[config.mk]
export PLATFORM = sky130hd
export DESIGN_NAME = alu_cmd_driver_flat
export DESIGN_NICKNAME = d
export VERILOG_FILES = /design/src/rtl/alu_cmd_driver_pkg.sv /design/src/rtl/alu_cmd_driver_if.sv /design/src/rtl/alu_cmd_driver.sv /design/src/flat_wrapper.sv
export SDC_FILE = /design/constraint.sdc
export NUM_CORES = 1
export LEC_CHECK = 0
export BUFFER_PORTS_ARGS = -buffer_cell sky130_fd_sc_hd__buf_2
export CAP_MARGIN = 20
export CORE_UTILIZATION = 24
export DETAILED_ROUTE_END_ITERATION = 10
export PLACE_DENSITY = 0.57
export SETUP_SLACK_MARGIN = 0.1
export SLEW_MARGIN = 5
export SYNTH_ARGS = -nofsm -noshare
export SYNTH_HDL_FRONTEND = slang
export SYNTH_SLANG_ARGS = --single-unit
[constraint.sdc]
create_clock -name clk -period 1.7 [get_ports clk]
set_clock_uncertainty 0.15 [all_clocks]
set_input_delay 0.255 -clock clk [delete_from_list [all_inputs] [get_ports clk]]
set_output_delay 0.255 -clock clk [all_outputs]
set_load 0.005 [all_outputs]
[src/rtl/alu_cmd_driver_pkg.sv]
// Shared constants for the ALU command driver: default widths, opcodes, FSM encoding.
package alu_cmd_driver_pkg;

   localparam int WIDTH_DEF = 4;
   localparam int OPW_DEF   = 3;
   localparam int CNTW_DEF  = 8;

   localparam logic [2:0] OP_ADD  = 3'b000;
   localparam logic [2:0] OP_SUB  = 3'b001;
   localparam logic [2:0] OP_NOT  = 3'b010;
   localparam logic [2:0] OP_AND  = 3'b011;
   localparam logic [2:0] OP_OR   = 3'b100;
   localparam logic [2:0] OP_XOR  = 3'b101;
   localparam logic [2:0] OP_LESS = 3'b110;
   localparam logic [2:0] OP_EQ   = 3'b111;

   typedef enum logic [1:0] {
      ST_IDLE = 2'b00,
      ST_EXEC = 2'b01,
      ST_RESP = 2'b10
   } state_t;

   // Compare results are returned to the requester but never written back to the accumulator.
   function automatic logic op_is_compare(input logic [2:0] op);
      return (op == OP_LESS) || (op == OP_EQ);
   endfunction

endpackage

[src/rtl/alu_cmd_driver_if.sv]
// Command/response handshake plus the ALU operand/result bus, seen from the driver (slave)
// and from the environment that issues commands and hosts the ALU (master).
interface alu_cmd_driver_if
   import alu_cmd_driver_pkg::*;
#(
   parameter int WIDTH = WIDTH_DEF,
   parameter int OPW   = OPW_DEF
) ();

   logic             cmd_valid;
   logic             cmd_ready;
   logic             cmd_load;
   logic [OPW-1:0]   cmd_op;
   logic [WIDTH-1:0] cmd_data;

   logic             rsp_valid;
   logic             rsp_ready;
   logic [WIDTH-1:0] rsp_data;

   logic [WIDTH-1:0] alu_a;
   logic [WIDTH-1:0] alu_b;
   logic [OPW-1:0]   alu_op;
   logic [WIDTH-1:0] alu_out;

   modport slave (
      input  cmd_valid, cmd_load, cmd_op, cmd_data, rsp_ready, alu_out,
      output cmd_ready, rsp_valid, rsp_data, alu_a, alu_b, alu_op
   );

   modport master (
      output cmd_valid, cmd_load, cmd_op, cmd_data, rsp_ready, alu_out,
      input  cmd_ready, rsp_valid, rsp_data, alu_a, alu_b, alu_op
   );

endinterface

[src/rtl/alu_cmd_driver.sv]
// Initiator for the combinational ALU: accepts one command at a time, keeps the
// accumulator as operand A, writes results back and returns them over a response channel.
//
// state | meaning
// IDLE  | ready for a command; accepting latches operand B, opcode and load flag
// EXEC  | ALU settles on registered operands; result captured into rsp_data/acc
// RESP  | response held stable until the consumer takes it
module alu_cmd_driver
   import alu_cmd_driver_pkg::*;
#(
   parameter int WIDTH = WIDTH_DEF,
   parameter int OPW   = OPW_DEF,
   parameter int CNTW  = CNTW_DEF
) (
   input  logic             clk,
   input  logic             rst_n,
   alu_cmd_driver_if.slave  bus,
   output logic [WIDTH-1:0] acc,
   output logic [CNTW-1:0]  cmd_cnt
);

   state_t           r_state;
   state_t           w_next_state;
   logic [WIDTH-1:0] r_acc;
   logic [WIDTH-1:0] r_alu_b;
   logic [OPW-1:0]   r_op;
   logic             r_load;
   logic             r_rsp_valid;
   logic [WIDTH-1:0] r_rsp_data;
   logic [CNTW-1:0]  r_cnt;

   logic             w_cmd_ready;
   logic             w_accept;
   logic             w_exec;
   logic             w_rsp_done;
   logic             w_is_cmp;

   // State register.
   always_ff @(posedge clk or negedge rst_n) begin
      if (!rst_n) begin
         r_state <= ST_IDLE;
      end else begin
         r_state <= w_next_state;
      end
   end

   // Next-state decode: EXEC always lasts exactly one cycle.
   always_comb begin
      w_next_state = r_state;
      case (r_state)
         ST_IDLE: if (bus.cmd_valid) w_next_state = ST_EXEC;
         ST_EXEC: w_next_state = ST_RESP;
         ST_RESP: if (bus.rsp_ready) w_next_state = ST_IDLE;
         default: w_next_state = ST_IDLE;
      endcase
   end

   // State-derived strobes; cmd_ready depends on the state alone.
   always_comb begin
      w_cmd_ready = (r_state == ST_IDLE);
      w_accept    = w_cmd_ready && bus.cmd_valid;
      w_exec      = (r_state == ST_EXEC);
      w_rsp_done  = (r_state == ST_RESP) && r_rsp_valid && bus.rsp_ready;
      w_is_cmp    = op_is_compare(3'(r_op));
   end

   // Datapath: operand capture at acceptance, result write-back in EXEC, count on handshake.
   always_ff @(posedge clk or negedge rst_n) begin
      if (!rst_n) begin
         r_acc       <= '0;
         r_alu_b     <= '0;
         r_op        <= '0;
         r_load      <= 1'b0;
         r_rsp_valid <= 1'b0;
         r_rsp_data  <= '0;
         r_cnt       <= '0;
      end else begin
         if (w_accept) begin
            r_alu_b <= bus.cmd_data;
            r_op    <= bus.cmd_op;
            r_load  <= bus.cmd_load;
            if (bus.cmd_load) r_acc <= bus.cmd_data;
         end
         if (w_exec) begin
            r_rsp_valid <= 1'b1;
            if (r_load) begin
               r_rsp_data <= r_acc;
            end else begin
               r_rsp_data <= bus.alu_out;
               if (!w_is_cmp) r_acc <= bus.alu_out;
            end
         end
         if (w_rsp_done) begin
            r_rsp_valid <= 1'b0;
            r_cnt       <= r_cnt + CNTW'(1);
         end
      end
   end

   assign bus.cmd_ready = w_cmd_ready;
   assign bus.rsp_valid = r_rsp_valid;
   assign bus.rsp_data  = r_rsp_data;
   assign bus.alu_a     = r_acc;
   assign bus.alu_b     = r_alu_b;
   assign bus.alu_op    = r_op;
   assign acc           = r_acc;
   assign cmd_cnt       = r_cnt;

endmodule

[src/flat_wrapper.sv]
// flat-port wrapper written by rule: the top's interface ports become plain ports
module alu_cmd_driver_flat import alu_cmd_driver_pkg::*;
#(
   parameter int WIDTH = WIDTH_DEF,
   parameter int OPW   = OPW_DEF,
   parameter int CNTW  = CNTW_DEF
)
  (clk, rst_n, acc, cmd_cnt, bus_cmd_valid, bus_cmd_load, bus_cmd_op, bus_cmd_data, bus_rsp_ready, bus_alu_out, bus_cmd_ready, bus_rsp_valid, bus_rsp_data, bus_alu_a, bus_alu_b, bus_alu_op);
  alu_cmd_driver_if #(.WIDTH(WIDTH), .OPW(OPW)) bus_i ();
  input  logic clk;
  input  logic rst_n;
  output logic [WIDTH-1:0] acc;
  output logic [CNTW-1:0] cmd_cnt;
  input wire logic [$bits(bus_i.cmd_valid)-1:0] bus_cmd_valid;
  input wire logic [$bits(bus_i.cmd_load)-1:0] bus_cmd_load;
  input wire logic [$bits(bus_i.cmd_op)-1:0] bus_cmd_op;
  input wire logic [$bits(bus_i.cmd_data)-1:0] bus_cmd_data;
  input wire logic [$bits(bus_i.rsp_ready)-1:0] bus_rsp_ready;
  input wire logic [$bits(bus_i.alu_out)-1:0] bus_alu_out;
  output wire logic [$bits(bus_i.cmd_ready)-1:0] bus_cmd_ready;
  output wire logic [$bits(bus_i.rsp_valid)-1:0] bus_rsp_valid;
  output wire logic [$bits(bus_i.rsp_data)-1:0] bus_rsp_data;
  output wire logic [$bits(bus_i.alu_a)-1:0] bus_alu_a;
  output wire logic [$bits(bus_i.alu_b)-1:0] bus_alu_b;
  output wire logic [$bits(bus_i.alu_op)-1:0] bus_alu_op;
  assign bus_i.cmd_valid = bus_cmd_valid;
  assign bus_i.cmd_load = bus_cmd_load;
  assign bus_i.cmd_op = bus_cmd_op;
  assign bus_i.cmd_data = bus_cmd_data;
  assign bus_i.rsp_ready = bus_rsp_ready;
  assign bus_i.alu_out = bus_alu_out;
  assign bus_cmd_ready = bus_i.cmd_ready;
  assign bus_rsp_valid = bus_i.rsp_valid;
  assign bus_rsp_data = bus_i.rsp_data;
  assign bus_alu_a = bus_i.alu_a;
  assign bus_alu_b = bus_i.alu_b;
  assign bus_alu_op = bus_i.alu_op;
  alu_cmd_driver #(.WIDTH(WIDTH), .OPW(OPW), .CNTW(CNTW)) u_core (.clk(clk), .rst_n(rst_n), .bus(bus_i), .acc(acc), .cmd_cnt(cmd_cnt));
endmodule
==> impl_metrics.json, run 1 <==
{
  "status": "finished, final reports clean",
  "place_ws_ps": -4.28,
  "gp_congestion": 0.724,
  "clkSinkCount": 27,
  "overflow": 0,
  "clk_transition_reported_paths_ps": 100,
  "drt_iter0_markers": 20,
  "die-area_um2": 5400,
  "path_class": "flop to flop",
  "min_period_ps": 1630,
  "initial_utilization": 0.255,
  "root_buffer": "clkbuf_8",
  "yosysWarnings": 0,
  "layout_worst_path_cycle_share": 0.958,
  "clkLatencyLatePin_ps": 270,
  "nets": 163,
  "maxCapViolCount": 0,
  "worst_pin_slew_ps": 619,
  "syn_nets": 113,
  "hold_viol_final": 0,
  "wirelength_mm": 2.79,
  "grt_first_pass_wirelength_mm": 4.36,
  "dpl_cell_area_um2": 1520,
  "drive_gt1_frac": 0.552,
  "fp.dieH_um": 73.5,
  "ioPinCount": 45,
  "insertedDiodeCount": 0,
  "yosysSeqAreaShare": 0.550,
  "grt_setup_unrepaired": "true",
  "rows": 25,
  "leakagePower_nw": 0.817,
  "slew_headroom": 0.588,
  "final_common_cell": "buf_2",
  "grt_use_total": 0.109,
  "antenna_found_initial": 0,
  "cts-htree-levels": 1,
  "cp-start-kind": "flop",
  "syn_inst": 96,
  "ir_drop_uv": 790,
  "required_ps": 1700,
  "slew_violations": 0,
  "cts_made_buffers": 3,
  "crit_path_end_kind": "flop",
  "coreArea_um2": 4820,
  "grt_max_degree": 28,
  "syn_area_um2": 1230,
  "holdCritPathClass": "primary input to flop",
  "grt_pass1_vias": 911,
  "ys_types": 28,
  "place.port_buffers": 44,
  "ys_ff_latch": 27,
  "p_per_area_nw_per_um2": 1640,
  "area_growth_pct": 34.3,
  "ctsLongestPathBuffers": 2,
  "dr.pass1.iters": 4,
  "layout_common_cells": "buf_2 (44), dfrtp_1 (27), nand2_1 (11)",
  "drc": 0,
  "dp.final_hpwl_mm": 2.16,
  "design_area_um2": 1650,
  "die_x_um": 73.5,
  "nFillCells": 512,
  "arrival_ps": 1630,
  "cts_tree": "done",
  "setup_viol": 0,
  "path_max_fanout": 4,
  "wl_per_cell_um": 13.2,
  "synth_area_per_cell_um2": 12.8,
  "via_per_inst": 4.36,
  "max_freq_mhz": 614,
  "postRouteAntennaNets": 0,
  "vias": 924,
  "total_power_mw": 2.71,
  "fin_ws_ps": 71.9
}
-- layer usage --
layer  share of wire  wire length, um  track usage
met1            0.42             1170        0.125
met2            0.50             1400        0.194
met3           0.068              189       0.0412
met4           0.010               29       0.0235
met5               0                0            0
-- logic make-up after synthesis --
family / share of synthesized area
and+or+nand+nor: 0.111
DFF: 0.550
buffers and inverters: 0.0438
AOI/OAI and AO/OA: 0.0428
muxes: 0.192
xor gates and xnor gates: 0.0500
adders and majority gates: 0.0102
-- worst max-delay path, cell delays in order (launching register included) --
cell and delay [ps]:
dfrtp_1 390, and4bb_4 410, mux2_4 310, mux2_4 250
-- flip-flops by register name (all words and copies together) (netlist names) --
name                  flops
u_core.bus.rsp_data       4
u_core.acc                4
u_core.bus.alu_b          4
u_core.bus.alu_op         3
u_core.bus.rsp_valid      1
u_core.r_state            2
u_core.cmd_cnt            8
u_core.r_load             1
-- layout make-up --
class	instances	area [um2]	area share
multi-input combinational	61	543	0.330
sequential	27	676	0.410
timing repair buffer	52	295	0.179
inverter	1	3.75	0.00228
clock buffer	3	41.3	0.0251
tap	67	83.8	0.0509
clock inverter	1	5.00	0.00304
-- where the power goes --
part	leakage, nW	internal [mW]	switching [mW]	total (mW)
Combinational	0.458	0.726	0.493	1.22
Clock	0.0255	0.164	0.195	0.359
Sequential	0.333	0.912	0.215	1.13
Total	0.817	1.80	0.904	2.71
-- cells in the mapped netlist --
master	n	share of area
and4b_2	1	0.0092
xor2_1	3	0.021
and2_1	1	0.0051
nor4_1	1	0.0051
nand3_1	1	0.0041
inv_1	1	0.0031
mux2i_1	4	0.033
nor2_1	2	0.0061
mux2_4	4	0.049
mux2_2	8	0.073
or2b_2	1	0.0071
o21ai_0	6	0.024
buf_2	1	0.0041
buf_4	4	0.024
mux2_1	4	0.037
nand2b_1	1	0.0051
nand2_1	11	0.034
xnor2_1	4	0.029
a21oi_1	1	0.0041
and4bb_2	1	0.010
buf_6	1	0.0092
dfrtp_1	27	0.55
clkbuf_1	1	0.0031
nand4b_1	1	0.0071
nand4_1	2	0.010
a211o_4	1	0.014
nor3_1	2	0.0082
ha_1	1	0.010
-- final timing paths --
check,to,slack [ps],depth (start not counted),startpoint
setup / recovery,u_core.acc[2]$_DFF_PN0_,70,3,u_core.r_state[0]$_DFFE_PN0P_
hold / removal,u_core.bus.alu_op[0]$_DFFE_PN0N_,50,2,bus_cmd_op[0]
setup reg to reg,u_core.acc[2]$_DFF_PN0_,70,3,u_core.r_state[0]$_DFFE_PN0P_
hold reg to reg,u_core.cmd_cnt[7]$_DFFE_PN0P_,320,1,u_core.cmd_cnt[7]$_DFFE_PN0P_
max in group asynchronous,u_core.bus.alu_b[2]$_DFFE_PN0N_,610,2,rst_n
min in group asynchronous,u_core.cmd_cnt[4]$_DFFE_PN0P_,380,2,rst_n
-- metrics by stage --
stage	std cells	hold WS (ps)	setup TNS, ps	util
2_1_floorplan	96	-191	0	-
3_3_place_gp	204	141	0	0.316
3_5_place_dp	204	158	-10.2	0.316
4_1_cts	211	50.2	0	0.336
5_1_grt	212	54.4	0	0.342
6_report	212	54.3	0	0.342
-- timing repair --
item,CTS,global route
hold buffers,1,0
pin swaps,3,1
endpoints found under the hold margin,27,0
setup endpoints to repair,13,14
buffers inserted,2,1
resized for setup,6,5
No activity file was read; power rests on OpenSTA's default activity.
==> run 2, diff against run 1 <==
--- a/config.mk
+++ b/config.mk
@@ -7,9 +7,9 @@
 export LEC_CHECK = 0
 export BUFFER_PORTS_ARGS = -buffer_cell sky130_fd_sc_hd__buf_2
 export CAP_MARGIN = 20
-export CORE_UTILIZATION = 24
+export CORE_UTILIZATION = 30
 export DETAILED_ROUTE_END_ITERATION = 10
-export PLACE_DENSITY = 0.57
+export PLACE_DENSITY = 0.64
 export SETUP_SLACK_MARGIN = 0.1
 export SLEW_MARGIN = 5
 export SYNTH_ARGS = -nofsm -noshare
==> constraint.sdc (replaced) <==
create_clock -name clk -period 1.75 [get_ports clk]
set_clock_uncertainty 0.15 [all_clocks]
set_input_delay 0.2625 -clock clk [delete_from_list [all_inputs] [get_ports clk]]
set_output_delay 0.2625 -clock clk [all_outputs]
set_load 0.005 [all_outputs]
==> impl_metrics.json, run 2 (synthesized netlist as in run 1, its figures left out) <==
{
  "status": "finished, final reports clean",
  "ctsLongestPathBuffers": 2,
  "swShare": 0.330,
  "wirelength_mm": 2.64,
  "fp.dieH_um": 66.0,
  "clkLatencyLatePin_ps": 270,
  "p_clk_frac": 0.132,
  "cts_tree": "done",
  "dr.pass1.iters": 6,
  "required_ps": 1760,
  "drc": 0,
  "fin_setup_tns_ps": 0,
  "cts_made_buffers": 3,
  "nets": 164,
  "clk_transition_reported_paths_ps": 90,
  "cts-htree-levels": 1,
  "coreArea_um2": 3800,
  "dp.final_hpwl_mm": 1.85,
  "rows": 22,
  "slowest_stage": "dfrtp_1",
  "path_class": "flop to flop",
  "grt_pass1_vias": 859,
  "initial_utilization": 0.323,
  "path_max_fanout": 4,
  "worst_pin_slew_ps": 593,
  "antenna_found_initial": 0,
  "setup_viol": 0,
  "cp-start-kind": "flop",
  "final_common_cell": "buf_2",
  "vias": 916,
  "layout_worst_path_cycle_share": 0.934,
  "ioPinCount": 45,
  "max_freq_mhz": 612,
  "largest_reg_flops": 8,
  "grt_use_total": 0.124,
  "dpl_cell_area_um2": 1490,
  "postRouteAntennaNets": 0,
  "power_frac_seq": 0.428,
  "p_int_mw": 1.74,
  "holdCritPathClass": "primary input to flop",
  "slew_violations": 0,
  "hold_viol_final": 0,
  "grt_max_degree": 28,
  "design_area_um2": 1610,
  "slew_headroom": 0.605,
  "place.port_buffers": 44,
  "overflow": 0,
  "die-area_um2": 4350,
  "crit_path_end_kind": "flop",
  "crit_path_frequent_cell": "mux2_4",
  "hold_slack_ps": 76.8,
  "grt_setup_unrepaired": "true",
  "cp_cell_sequence": "and4bb_4 > mux2_4 > mux2_4",
  "insertedDiodeCount": 0,
  "comb_power_share": 0.440,
  "clkSinkCount": 27,
  "p_per_area_nw_per_um2": 1610,
  "area_growth_pct": 31.4,
  "maxCapViolCount": 0,
  "drt_iter0_markers": 14,
  "slowest_delay_ps": 430,
  "min_period_ps": 1630,
  "arrival_ps": 1640,
  "leakagePower_nw": 0.827,
  "gp_congestion": 0.710,
  "switchingPower_uw": 860,
  "drive_gt1_frac": 0.527,
  "root_buffer": "clkbuf_8",
  "layout_common_cells": "buf_2 (44), dfrtp_1 (27), nand2_1 (11)",
  "grt_first_pass_wirelength_mm": 4.10,
  "utilization": 0.425,
  "wl_per_cell_um": 13.6,
  "via_per_inst": 4.72,
  "die_x_um": 66.0,
  "ir_drop_uv": 957
}
[run 2: worst paths after layout]
check	depth (start not counted)	slack, ps	end	start
worst min-delay path	2	80	u_core.bus.alu_op[2]$_DFFE_PN0N_	bus_cmd_op[2]
worst max-delay path	3	120	u_core.acc[1]$_DFF_PN0_	u_core.r_state[1]$_DFFE_PN0P_
max in group asynchronous	2	690	u_core.bus.alu_op[1]$_DFFE_PN0N_	rst_n
worst max register to register	3	120	u_core.acc[1]$_DFF_PN0_	u_core.r_state[1]$_DFFE_PN0P_
worst min register to register	1	320	u_core.cmd_cnt[7]$_DFFE_PN0P_	u_core.cmd_cnt[7]$_DFFE_PN0P_
min in group asynchronous	2	370	u_core.cmd_cnt[5]$_DFFE_PN0P_	rst_n
[run 2: power by group through the flow]
| stage | clock network [mW] | logic, mW | registers, mW |
|---|---|---|---|
| after global routing | 0.380 | 1.24 | 1.15 |
| after CTS | 0.358 | 1.06 | 1.11 |
| after floorplan | 0 | 0.631 | 1.11 |
| after global placement | 0 | 0.999 | 1.10 |
| final | 0.344 | 1.14 | 1.11 |
| after detailed placement | 0 | 1.02 | 1.12 |
[run 2: final cells by class]
cell class	instances	area, um2
Clock buffer	4	45.0
Fill cell	382	2190
Inverter	1	3.75
Multi-Input combinational cell	61	534
Sequential cell	27	676
Tap cell	48	60.1
Timing Repair Buffer	53	294
[run 2: critical path: cells and delay by family (launching register included)]
family           cells  cell delay, ps
flip-flops           1             430
AND/OR/NAND/NOR      1             380
multiplexers         2             560
[run 2: what timing repair did]
item                                   CTS  global route
buffers inserted                         2             2
hold buffers                             1             0
pin swaps                                2             1
endpoints found under the hold margin   27             0
resized for setup                        1             8
setup endpoints to repair                5            15
[run 2: metal layers]
metal  vias up  wire length [um]  track usage  share of wire
met4         0                 8       0.0133         0.0030
met5         -                 0            0              0
met1       450              1220        0.159           0.46
li1        429                 -            -              -
met2        35              1270        0.210           0.48
met3         2               144       0.0397          0.055
[run 2: stage by stage]
step                power [mW]  setup WS (ps)  std cells
finish                    2.60            116        194
global placement          2.10            122        185
floorplan                 1.74            151         96
CTS                       2.53           78.6        192
detailed placement        2.13           50.8        185
global route              2.77           72.8        194
==> run 3, diff against run 2 <==
--- a/config.mk
+++ b/config.mk
@@ -5,11 +5,12 @@
 export SDC_FILE = /design/constraint.sdc
 export NUM_CORES = 1
 export LEC_CHECK = 0
+export ABC_AREA = 0
 export BUFFER_PORTS_ARGS = -buffer_cell sky130_fd_sc_hd__buf_2
 export CAP_MARGIN = 20
-export CORE_UTILIZATION = 30
+export CORE_UTILIZATION = 48
 export DETAILED_ROUTE_END_ITERATION = 10
-export PLACE_DENSITY = 0.64
+export PLACE_DENSITY = 0.89
 export SETUP_SLACK_MARGIN = 0.1
 export SLEW_MARGIN = 5
 export SYNTH_ARGS = -nofsm -noshare
==> impl_metrics.json, run 3 (synthesized netlist as in run 1, its figures left out) <==
{
  "root_buffer": "clkbuf_4",
  "rows": 17,
  "slew_violations": 0,
  "final_common_cell": "buf_2",
  "slew_headroom": 0.613,
  "dpl.cell_count": 162,
  "clkLatencyLatePin_ps": 320,
  "layout.cells.non_filler": 171,
  "coreArea_um2": 2320,
  "layout_common_cells": "buf_2 (44), dfrtp_1 (26), nand2_1 (11)",
  "design_area_um2": 1520,
  "ir_drop_uv": 1110,
  "layout_worst_path_cycle_share": 0.953,
  "utilization": 0.657,
  "grt_first_pass_wirelength_mm": 3.87,
  "place_ws_ps": 35.2,
  "grt_pass1_vias": 852,
  "seqCellArea_um2": 677,
  "fin_ws_ps": 83.1,
  "nFillCells": 187,
  "dpl_cell_area_um2": 1440,
  "area_growth_pct": 24.1,
  "grt_use_total": 0.195,
  "drt_iter0_markers": 7,
  "wl_per_cell_um": 13.5,
  "max_freq_mhz": 600,
  "drive_gt1_frac": 0.503,
  "initial_utilization": 0.529,
  "ctsLongestPathBuffers": 2,
  "holdCritPathClass": "primary input to flop",
  "largest_reg_flops": 8,
  "cts_made_buffers": 3,
  "clk_transition_reported_paths_ps": 130,
  "hold_depth": 2,
  "die_x_um": 52.6,
  "required_ps": 1820,
  "cp-start-kind": "flop",
  "leakagePower_nw": 0.780,
  "drc": 0,
  "hold_viol_final": 0,
  "dp.final_hpwl_mm": 1.75,
  "path_class": "flop to flop",
  "total_power_mw": 2.41,
  "vias": 900,
  "die-area_um2": 2760,
  "insertedDiodeCount": 0,
  "p_per_area_nw_per_um2": 1580,
  "min_period_ps": 1670,
  "antenna_found_initial": 0,
  "clkSinkCount": 27,
  "maxCapViolCount": 0,
  "path_max_fanout": 4,
  "worst_pin_slew_ps": 581,
  "postRouteAntennaNets": 0,
  "overflow": 0,
  "status": "finished, final reports clean",
  "nets": 161,
  "via_per_inst": 5.26,
  "gp_congestion": 0.763,
  "cts_tree": "done",
  "reg2reg_depth": 3,
  "multiInputGateArea_um2": 513,
  "ioPinCount": 45,
  "arrival_ps": 1730,
  "setup_viol": 0,
  "dr.pass1.iters": 4,
  "crit_path_end_kind": "flop",
  "place.port_buffers": 44,
  "grt_max_degree": 28,
  "hold_slack_ps": 13.9,
  "wirelength_mm": 2.32,
  "grt_setup_unrepaired": "true",
  "fin_setup_tns_ps": 0,
  "fp.dieH_um": 52.6,
  "cts-htree-levels": 1
}
[run 3: worst max-delay path: stages (launching register included)]
cell      delay, ps
dfrtp_2         450
and4bb_4        380
mux2_1          330
mux2_4          250
[run 3: cell type report]
class | count | share of cell area
flip-flops and latches | 27 | 0.445
multi-input cells | 61 | 0.337
repair buffers | 50 | 0.176
well taps | 28 | 0.0230
clock buffers | 4 | 0.0173
inverters | 1 | 0.00247
[run 3: power breakdown]
group	switching (mW)	internal, mW	leakage (nW)
registers	0.244	0.885	0.332
logic	0.401	0.617	0.433
clock network	0.171	0.0892	0.0150
total	0.817	1.59	0.780
[run 3: what timing repair did]
action | in CTS | in global routing
endpoints found under the setup margin | 12 | 13
hold buffers | 1 | 0
resized for setup | 3 | 2
pin swaps | 2 | 1
hold endpoints to repair | 27 | 0
buffers inserted | 3 | 1
[run 3: layer usage]
metal / wire, um / GRT usage / vias to the layer above
li1: - / - / 422
met4: 39 / 0.0789 / 0
met5: 0 / 0 / -
met2: 1150 / 0.323 / 35
met1: 1020 / 0.256 / 439
met3: 100 / 0.0261 / 4
[run 3: worst paths after layout]
| check | end | slack [ps] | from |
|---|---|---|---|
| setup / recovery | u_core.acc[3]$_DFF_PN0_ | 80 | u_core.r_state[0]$_DFFE_PN0P_ |
| hold / removal | u_core.bus.alu_op[0]$_DFFE_PN0N_ | 10 | bus_cmd_op[0] |
| setup reg to reg | u_core.acc[3]$_DFF_PN0_ | 80 | u_core.r_state[0]$_DFFE_PN0P_ |
| hold reg to reg | u_core.cmd_cnt[7]$_DFFE_PN0P_ | 330 | u_core.cmd_cnt[7]$_DFFE_PN0P_ |
| max in group asynchronous | u_core.r_state[0]$_DFFE_PN0P_ | 730 | rst_n |
| min in group asynchronous | u_core.bus.rsp_data[0]$_DFFE_PN0N_ | 310 | rst_n |
